File: config.mk
export PLATFORM = sky130hd
export DESIGN_NAME = bitonic_sorter
export DESIGN_NICKNAME = d
export VERILOG_FILES = /design/src/rtl/bitonic_sorter.sv
export SDC_FILE = /design/constraint.sdc
export NUM_CORES = 1
export LEC_CHECK = 0
export BUFFER_PORTS_ARGS = -buffer_cell sky130_fd_sc_hd__buf_2
export CAP_MARGIN = 25
export CORE_ASPECT_RATIO = 0.7
export CORE_MARGIN = 2
export CORE_UTILIZATION = 50
export DETAILED_ROUTE_END_ITERATION = 7
export HOLD_SLACK_MARGIN = 0.06
export PLACE_DENSITY = 0.73
export SKIP_CTS_REPAIR_TIMING = 1
export SLEW_MARGIN = 25
export SYNTH_ARGS = -nofsm -noshare
export SYNTH_HDL_FRONTEND = slang
export SYNTH_SLANG_ARGS = --single-unit
File: constraint.sdc
create_clock -name clk_tb -period 2.1 [get_ports clk_tb]
set_input_delay 0.21 -clock clk_tb [delete_from_list [all_inputs] [get_ports clk_tb]]
set_output_delay 0.21 -clock clk_tb [all_outputs]
set_load 0.01 [all_outputs]
File: src/rtl/bitonic_sorter.sv
// Streaming in-word sorter: reads a run of packed words from SRAM, sorts each word's
// entries ascending through a registered bitonic network, and emits them with their source address.
module bitonic_sorter #(
    parameter int WIDTH  = 4,
    parameter int BITS   = 8,
    parameter int ADDR   = 10,
    parameter int MAXCNT = 1024,
    parameter int TYPE   = 0
) (
    input  logic                      clk_tb,
    input  logic                      rstb,
    input  logic [WIDTH*BITS-1:0]     unsorted,
    input  logic                      sort_req,
    input  logic [ADDR-1:0]           start_addr,
    input  logic [$clog2(MAXCNT):0]   data_count,
    output logic [ADDR-1:0]           read_addr,
    output logic                      read_en,
    output logic                      sort_valid,
    output logic                      sort_active,
    output logic [WIDTH*BITS-1:0]     sorted,
    output logic [ADDR-1:0]           sorted_addr
);

    localparam int LOG = $clog2(WIDTH);
    localparam int S   = LOG * (LOG + 1) / 2;
    localparam int CW  = $clog2(MAXCNT) + 1;
    localparam int WB  = WIDTH * BITS;

    typedef enum logic [1:0] {IDLE, READ, DRAIN} state_t;

    state_t          state_q, state_d;
    logic [ADDR-1:0] addr_q, addr_d;
    logic [CW-1:0]   remain_q, remain_d;
    logic            sortReqPrev_q;

    logic [S:0]      vld_q;
    logic [ADDR-1:0] pipeAddr_q [0:S];
    logic [WB-1:0]   stage_q    [0:S-1];
    logic [WB-1:0]   stageNext  [0:S-1];

    // Sign-magnitude entries are mapped to two's complement so +0 and -0 compare equal.
    function automatic logic lessThan(input logic [BITS-1:0] a, input logic [BITS-1:0] b);
        logic [BITS-1:0] ka;
        logic [BITS-1:0] kb;
        ka = {1'b0, a[BITS-2:0]};
        kb = {1'b0, b[BITS-2:0]};
        if (a[BITS-1]) ka = -ka;
        if (b[BITS-1]) kb = -kb;
        case (TYPE)
            0:       return a < b;
            3:       return $signed(ka) < $signed(kb);
            default: return $signed(a) < $signed(b);
        endcase
    endfunction

    always_ff @(posedge clk_tb or negedge rstb) begin
        if (!rstb) begin
            state_q       <= IDLE;
            addr_q        <= '0;
            remain_q      <= '0;
            sortReqPrev_q <= 1'b0;
        end else begin
            state_q       <= state_d;
            addr_q        <= addr_d;
            remain_q      <= remain_d;
            sortReqPrev_q <= sort_req;
        end
    end

    always_comb begin
        state_d  = state_q;
        addr_d   = addr_q;
        remain_d = remain_q;
        unique case (state_q)
            IDLE: begin
                if (sort_req && !sortReqPrev_q && data_count != '0) begin
                    state_d  = READ;
                    addr_d   = start_addr;
                    remain_d = data_count;
                end
            end
            READ: begin
                addr_d   = addr_q + ADDR'(1);
                remain_d = remain_q - CW'(1);
                if (remain_q == CW'(1)) state_d = DRAIN;
            end
            DRAIN: begin
                // The job ends once the final word is on the output and nothing is behind it.
                if (vld_q[S] && vld_q[S-1:0] == '0) state_d = IDLE;
            end
            default: state_d = IDLE;
        endcase
    end

    assign read_en     = (state_q == READ);
    assign read_addr   = addr_q;
    assign sort_active = (state_q != IDLE);

    // Stage ST = phase p, step r; phase p merges blocks of 2^(p+1) whose direction alternates.
    for (genvar p = 0; p < LOG; p++) begin : gPhase
        for (genvar r = 0; r <= p; r++) begin : gStep
            localparam int ST   = p * (p + 1) / 2 + r;
            localparam int DIST = 1 << (p - r);
            logic [WB-1:0] src;
            if (ST == 0) begin : gFirst
                assign src = unsorted;
            end else begin : gLater
                assign src = stage_q[ST-1];
            end
            for (genvar i = 0; i < WIDTH; i++) begin : gLane
                localparam int J  = i ^ DIST;
                localparam int LO = (i < J) ? i : J;
                localparam int HI = (i < J) ? J : i;
                localparam bit UP = ((LO >> (p + 1)) & 1) == 0;
                logic swap;
                assign swap = UP ? lessThan(src[HI*BITS +: BITS], src[LO*BITS +: BITS])
                                 : lessThan(src[LO*BITS +: BITS], src[HI*BITS +: BITS]);
                assign stageNext[ST][i*BITS +: BITS] = swap ? src[J*BITS +: BITS] : src[i*BITS +: BITS];
            end
        end
    end

    // Data and address registers only load on valid so outputs hold between words.
    always_ff @(posedge clk_tb or negedge rstb) begin
        if (!rstb) begin
            vld_q <= '0;
            for (int s = 0; s <= S; s++) pipeAddr_q[s] <= '0;
            for (int s = 0; s < S; s++)  stage_q[s]    <= '0;
        end else begin
            vld_q <= {vld_q[S-1:0], read_en};
            if (read_en) pipeAddr_q[0] <= addr_q;
            for (int s = 0; s < S; s++) begin
                if (vld_q[s]) begin
                    pipeAddr_q[s+1] <= pipeAddr_q[s];
                    stage_q[s]      <= stageNext[s];
                end
            end
        end
    end

    assign sort_valid  = vld_q[S];
    assign sorted      = stage_q[S-1];
    assign sorted_addr = pipeAddr_q[S];

endmodule

# Yosys cells after proc, flatten, opt, wreduce, memory -nomap -nowiden
# Index checks and enable logic that the tools add are counted.
[totals] regBits=164 output_inout_bits=55 inputBits=56
[op_classes] n_mux=20 add_sub_neg=2 n_reduce_logical=11 eq_ne=6 magnitude_cmp=6
[ops] op="8-bit two-way mux" n=12
[ops] op="8-bit < comparator" n=6
[ops] op="11-bit case mux with 2 select lines" n=1
[ops] op="10-bit case mux with 2 select lines" n=1
[ops] op="11-bit by 1-bit == test with 1-bit output, second input constant" n=1
[ops] op="11-bit two-way mux" n=1
[ops] op="11-bit nonzero test" n=1
[ops] op="11-bit by 1-bit subtractor with 11-bit output, second input constant" n=1
[ops] op="10-bit by 1-bit adder with 10-bit output, second input constant" n=1
[ops] op="10-bit two-way mux" n=1
[ops] op="2-bit two-way mux" n=3
[ops] op="2-bit case mux with 3 select lines" n=1
[ops] op="2-bit inequality test, second input constant" n=2
[ops] op="2-bit nonzero test" n=2
[ops] op="1-bit logical AND" n=3
[ops] op="3-bit logical NOT" n=1
[ops] op="3-bit AND reduction" n=1
[ops] op="2-bit by 1-bit == test with 1-bit output, second input constant" n=1
[ops] op="2-bit == test, second input constant" n=1
[ops] op="2-bit logical NOT" n=1
[ops] op="2-bit by 1-bit inequality test with 1-bit output, second input constant" n=1
[ops] op="2-bit AND reduction" n=1
[ops] op="1-bit logical NOT" n=1

# Logic depth before layout (Yosys ltp)
# Gate-level depths: netlist of run 1.
[logic_depth] depth_word=5 depth_mapped=7

# Worst setup path before layout of run 1
# No wires, ideal clock.
[synth_path] kind="reg-to-reg" start="register stage_q, in the netlist gPhase[1].gStep[0].src[5]" end="register stage_q, in the netlist gPhase[1].gStep[1].src[16]" path_slack_ns=-0.113 arrival_ns=2.073 n_path_buf=1 setup_ns=0.140 required_ns=1.960 stages_incl_launch_ff=8 path_cell_list="dfrtp_1 inv_1 ha_1 a21o_1 a221oi_1 o21a_1 buf_2 o221ai_1"
[synth_between] elab_chain_cells=2
[synth_lines] item="from (decl)" line="38" text="logic [WB-1:0] stage_q [0:S-1];"
[synth_lines] item="from (signal, indexed assignment)" line="135" text="stage_q[s] <= stageNext[s];"
[synth_lines] item="8-bit < comparator" line="50" text="0: return a < b;"
[synth_lines] item="8-bit two-way mux" line="118" text="assign stageNext[ST][i*BITS +: BITS] = swap ? src[J*BITS +: BITS] : src[i*BITS +: BITS];"
# No other way between the ends.
# A chain may end at the register's enable or synchronous reset.

# Final worst setup path of run 1
[layout_path] start="register remain_q[6]" end="register remain_q[10]"
[layout_between] elab_chain_cells=2
[layout_lines] item="from (decl)" line="33" text="logic [CW-1:0] remain_q, remain_d;"
[layout_lines] item="from (signal assigned)" line="65" text="remain_q <= remain_d;"
[layout_lines] item="11-bit by 1-bit subtractor with 11-bit output" line="84" text="remain_d = remain_q - CW'(1);"
[layout_lines] item="11-bit case mux with 2 select lines" line="74" text="unique case (state_q)"
# No other way between the ends.

==> reports/results.tsv, run 1 <==
metric	value	unit
status	complete, no violations	
Setup CP Type	flip-flop to flip-flop	
P_int	8.28	mW
Final Wtd Congestion	0.906	
Max-slew headroom	57.0	%
share of synthesized area spent on multiplexers	4.06	%
worst slew pin tran	0.645	ns
Hold Fails Final Rpt	0	
crit path cell chain	or4_4 -> or4_4 -> or3_1 -> a211oi_1	
Final HPWL DP	17.0	mm
compound-cell area share of the yosys netlist	26.5	%
post-synthesis register bit count	164	
post-synthesis simple-gate area fraction	9.06	%
most frequent CP cell	or4_4	
fin nets	1133	
Root Driver	clkbuf_16	
Synth cell types	49	
fin crit share	97.2	%
Area growth, synth to finish	17.8	%
clock group share of total power	22.5	%
core area	18000	um^2
synth cell count leaders	dfrtp_1 (164), inv_1 (130), nand2_1 (123), o2111ai_1 (102), o221ai_1 (96)	
startpoint types	flip-flop	
Finished Layout Cells	1280	
number of flops mapped to enable cells by yosys	0	
CP max stage delay	0.52	ns
# placed instances	1243	
Ports	111	
WP buf/inv	0	
fin. max-slew vios	0	
DR iter-0 viols	877	
post-place instance area	10100	um^2
CP top delay family	simple AND/OR/NAND/NOR gates	
Reg area	4110	um^2
clk_skew	0.0104	ns
gr ovfl total	0	
net switching power figure	5.15	mW
Critical Path Fanout Max	4	
TNS Setup	0	ns
GR Util All Layers	25.4	%
Setup crit end kind	flip-flop	
DIE HEIGHT	117	um
fraction of registers with async set/reset	100	%
Final Cell Area	10800	um^2
routed wire length	23.7	mm
Setup violations, final	0	
drt first pass iters	5	
PwrDens	1250	nW/um^2
vias	7839	
Post-Syn Instances	926	
Synth area leaders	dfrtp_1 (45%), o2111ai_1 (9.8%), o221ai_1 (9.2%), ha_1 (6.2%), inv_1 (5.3%)	
share of the synthesized area in the top cell type	44.9	%
Hold WS	0.0254	ns
Setup WS pre-CTS	0.0662	ns
WL per Instance	18.5	um
Final WS setup	0.0585	ns
f_max	490	MHz
leading cell type by number of instances after synthesis	dfrtp_1	
vias in the first global route	7000	
area of the multi-input gates	4210	um^2
Worst-Skew Late Latency	0.42	ns
CTS clk-pin slew, worst paths	0.07	ns
Synth Flop Type	dfrtp_1	
RSZ-0062 raised after global routing	no	
worst endpoint data arrival time	2.38	ns
input/output buffers	110	
DIE WIDTH	166	um
initial antenna violation count	0	
CTS tree	built	
Hold Crit Class	input port to flip-flop	
Post-Syn Area per Cell	9.86	um^2
Req. time, crit path	2.44	ns
Fillers	1563	
first-pass GRT wire length	38.2	mm
maximum number of pins on one net before global-route repair	98	
mapped cell area	9130	um^2
number of nets still failing antenna checks after routing	0	
layout cells sized above 1	22.9	%
total die area	19400	um^2
Starting Density	50.9	%
YS warnings	0	
R2R Setup Slk	0.06	ns
row count	41	
Post-Synth XOR/XNOR Area	0	%
Clock Path Buffers	2	
Antenna Cells	0	
vias per cell	6.12	
# clock sinks	164	
Reg power frac	39.6	%
Max VDD drop	0.000599	V
cts bufs inserted	17	
register area share after synthesis	44.9	%
post-route minimum period	2.04	ns
# Max-Cap Violations	0	
area leader, netlist	dfrtp_1	
htree depth	4	
drc violations	0	
slowest cell on the critical path	or4_4	
Comb power frac	37.9	%
main combinational cell family by area after synthesis	compound AO/OA/AOI/OAI gates	
sw frac	38.3	%
Pleak	5.11	nW
syn_nets	1027	
Adder-Cell Fraction of Synth Area	6.17	%
==> power groups by stage <==
| stage | clock [mW] | sequential [mW] | combinational, mW |
|---|---|---|---|
| after floorplan | 0 | 5.19 | 3.32 |
| after global placement | 0 | 5.30 | 4.90 |
| after detailed placement | 0 | 5.35 | 5.03 |
| after CTS | 3.07 | 5.31 | 5.06 |
| after global routing | 3.21 | 5.48 | 5.71 |
| final | 3.02 | 5.32 | 5.09 |
==> path summary, 6_finish.rpt <==
check,depth (start not counted),to,startpoint
worst max-delay path,4,remain_q[10],remain_q[6]
worst min-delay path,3,remain_q[5],data_count[5]
worst max register to register,4,remain_q[10],remain_q[6]
worst min register to register,2,pipeAddr_q[39],pipeAddr_q[39]
max in group asynchronous,3,gPhase[1].gStep[0].src[22],rstb
min in group asynchronous,2,sorted_addr[9],rstb
==> routing by layer <==
| layer | wire, um | share of wire [%] | vias to the layer above | track usage, % |
|---|---|---|---|---|
| li1 | - | - | 3741 | - |
| met1 | 12400 | 52 | 3782 | 42.7 |
| met2 | 9310 | 39 | 303 | 33.2 |
| met3 | 1880 | 7.9 | 13 | 4.90 |
| met4 | 163 | 0.69 | 0 | 4.43 |
| met5 | 0 | 0 | - | 0 |
==> area by class of cell <==
class,count,share of cell area [%]
clock buffers,19,4.12
clock inverters,12,1.15
inverters,130,4.54
multi-input cells,551,39.1
flip-flops and latches,164,38.2
well taps,236,2.74
repair buffers,168,10.2
==> state kept, by name (all words and copies together), names as in the netlist <==
name	count
read_addr	10
pipeAddr_q	30
gPhase.gStep.src	64
sorted	32
sorted_addr	10
remain_q	11
state_q	2
sortReqPrev_q	1
vld_q	4
==> cell families after synthesis <==
kind of cell	count (synthesis)
muxes	33
AOI/OAI and AO/OA	290
DFF	164
and+or+nand+nor	183
adders and majority gates	45
buffers and inverters	211
==> metrics by stage <==
stage	power (mW)	util [%]
final	13.4	59.9
after floorplan	8.51	-
after global placement	10.2	56.4
after detailed placement	10.4	56.4
after global routing	14.4	59.9
after CTS	13.4	59.6
==> worst min-delay path, cell delays in order <==
cell and delay, ns:
buf_2 0.09, a2bb2oi_1 0.05, o21ai_0 0.06
==> cell usage in the layout, fill, tap and decap left out, drive strengths merged, types with 2 or more instances in the layout <==
cell	count
and2	7
o21ai	17
mux2	32
inv	135
o31ai	2
ha	45
nor3	5
a221o	2
o221a	3
dlygate4sd3	6
a221oi	10
or3b	2
o221ai	96
a211oi	2
a21oi	4
o21a	7
nand3	12
nor4	6
dfrtp	164
a22oi	3
o311ai	3
nand2	123
a211o	6
or3	4
a21o	6
clkinvlp	3
clkinv	3
o211ai	5
a31oi	9
or4	4
buf	162
o41ai	3
o2111ai	102
a2bb2oi	3
clkbuf	19
nor2	7
o211a	2
nand2b	9
Note: power is estimated with default switching activity, not from simulation.
==> inputs of run 2 (changes only) <==
==> constraint.sdc (replaced) <==
create_clock -name clk_tb -period 1.65 [get_ports clk_tb]
set_input_delay 0.165 -clock clk_tb [delete_from_list [all_inputs] [get_ports clk_tb]]
set_output_delay 0.165 -clock clk_tb [all_outputs]
set_load 0.01 [all_outputs]
==> reports/results.tsv, run 2 (synthesis results as in run 1) <==
metric	value	unit	change
GR peak layer	met1		
row count	41		unchanged
initial antenna violation count	0		unchanged
# clock sinks	164		unchanged
Hold Crit Class	input port to flip-flop		
Comb power frac	52.9	%	+15 points
fin crit share	121	%	+24 points
vias	9108		+16%
Setup CP Type	flip-flop to flip-flop		
post-route minimum period	2.00	ns	-0.0443 ns
CTS tree	built		
# placed instances	1386		+12%
P_int	13.5	mW	+63%
M3 GR Usage	4.93	%	+0.035 points
worst slew pin tran	0.578	ns	-0.0671 ns
Pleak	6.38	nW	+25%
vias in the first global route	7949		+14%
fin nets	1338		+18%
Fillers	1153		-26%
Root Driver	clkbuf_16		
stages on the worst setup path	4		unchanged
Worst-Skew Late Latency	0.44	ns	+0.02 ns
Final Wtd Congestion	0.977		+7.7%
clock group share of total power	18.3	%	-4.2 points
input/output buffers	110		unchanged
CP top delay family	simple AND/OR/NAND/NOR gates		
most frequent CP cell	or4_4		
DIE HEIGHT	117	um	unchanged
worst endpoint data arrival time	2.35	ns	-0.03 ns
Clock Path Buffers	2		unchanged
Area growth, synth to finish	52.6	%	
slowest cell on the critical path	or4_4		
# Max-Cap Violations	0		unchanged
first-pass GRT wire length	42.5	mm	+11%
status	finished, violations left		
startpoint types	flip-flop		
GR Util All Layers	28.4	%	+3.0 points
Critical Path Fanout Max	3		-1
Ports	111		unchanged
Worst Reg2Reg Path Length in Cells	4		unchanged
Setup WS pre-CTS	-0.337	ns	-0.403 ns
CTS clk-pin slew, worst paths	0.07	ns	about the same
Setup violations, final	69		+69
failing checks	negative setup slack		
Starting Density	50.9	%	unchanged
drc violations	0		unchanged
Reg power frac	28.8	%	-11 points
core area	18000	um^2	unchanged
drt first pass iters	6		+1
htree depth	4		unchanged
PwrDens	1620	nW/um^2	+30%
Worst Hold Depth	3		unchanged
Antenna Cells	0		unchanged
Hold Fails Final Rpt	0		unchanged
CP max stage delay	0.54	ns	+0.02 ns
layout cells sized above 1	46.8	%	+24 points
DIE WIDTH	166	um	unchanged
commonest non-fill, non-tap cell in the layout	buf_4		
WP buf/inv	0		unchanged
total die area	19400	um^2	unchanged
gr ovfl total	0		unchanged
met1 usage	44.7	%	+2.0 points
Final WS setup	-0.347	ns	-0.406 ns
sw frac	40.1	%	+1.8 points
commonest non-fill, non-tap cells in the layout	buf_4 (196), dfrtp_1 (161), nand2_1 (123)		
Max VDD drop	0.000888	V	+48%
WL per Instance	20.1	um	+8.4%
Max-slew headroom	61.5	%	+4.5 points
net switching power figure	9.07	mW	+76%
Largest register FFs	64		unchanged
f_max	501	MHz	+2.2%
RSZ-0062 raised after global routing	yes		
vias per cell	6.13		about the same
Req. time, crit path	2.00	ns	-0.44 ns
DR iter-0 viols	1160		+32%
fin. max-slew vios	0		unchanged
Setup crit end kind	flip-flop		
cts bufs inserted	17		unchanged
number of nets still failing antenna checks after routing	0		unchanged
met2 Track Usage GR	40.1	%	+6.9 points
Final HPWL DP	19.3	mm	+14%
clk_skew	0.0117	ns	+0.00134 ns
crit path cell chain	or4_4 -> or4_4 -> or3_4 -> a211oi_2		
routed wire length	29.9	mm	+26%
maximum number of pins on one net before global-route repair	98		unchanged
Finished Layout Cells	1486		+16%
run 2: changes by cell type in the layout (fill, tap and decap cells not counted), moves of 12 or more:
cell,before,now
o2111ai_2,0,24
buf_4,45,196
ha_1,45,31
o221ai_2,0,59
ha_4,0,13
o2111ai_1,102,67
o221ai_1,96,34
buf_6,1,18
dlygate4sd3_1,6,26
inv_1,130,118
run 2: worst register-to-register path, stage by stage (launching register included):
cell and delay (ns):
dfrtp_1 0.38, or4_4 0.54, or4_4 0.45, or3_4 0.35, a211oi_2 0.18
run 2: cell type report:
type,instances,area [um^2],area share [%]
multi-input combinational,553,5490,39.4
sequential,164,4110,29.5
timing repair buffer,371,2940,21.1
inverter,130,493,3.54
clock buffer,17,425,3.05
tap,236,295,2.12
clock inverter,15,185,1.33
run 2: stage by stage:
step | hold WS, ns | power, mW | instance area, um^2 | setup TNS (ns) | util [%]
after floorplan | -0.131 | 12.4 | 9970 | -10.45 | -
after global placement | 0.166 | 15.6 | 12100 | -7.22 | 67.1
after CTS | -0.290 | 20.1 | 12700 | -11.60 | 70.5
after detailed placement | 0.174 | 15.9 | 12100 | -9.89 | 67.1
final | 0.0258 | 22.6 | 13900 | -12.50 | 77.6
after global routing | 0.0646 | 23.8 | 13900 | -16.73 | 77.6
run 2: final timing paths:
| kind | start | end | slack, ns |
|---|---|---|---|
| setup / recovery | remain_q[5] | remain_q[10] | -0.35 |
| hold / removal | unsorted[16] | gPhase[1].gStep[0].src[24] | 0.03 |
| setup reg to reg | remain_q[5] | remain_q[10] | -0.35 |
| hold reg to reg | pipeAddr_q[39] | pipeAddr_q[39] | 0.49 |
| max in group asynchronous | rstb | sorted[30] | 0.85 |
| min in group asynchronous | rstb | remain_q[0] | 0.26 |
run 2: power by group through the flow:
| stage | registers, mW | logic, mW | clock network (mW) |
|---|---|---|---|
| 5_1_grt | 6.67 | 12.8 | 4.36 |
| 2_1_floorplan | 6.62 | 5.78 | 0 |
| 3_5_place_dp | 6.51 | 9.39 | 0 |
| 4_1_cts | 6.45 | 9.49 | 4.14 |
| 6_report | 6.51 | 12.0 | 4.14 |
| 3_3_place_gp | 6.43 | 9.13 | 0 |
run 2: routing by layer:
metal / share of wire (%) / up-vias / wire length [um]
li1: - / 4174 / -
met5: 0 / - / 0
met2: 44 / 443 / 13100
met1: 46 / 4432 / 13800
met4: 1.9 / 0 / 563
met3: 8.2 / 59 / 2440
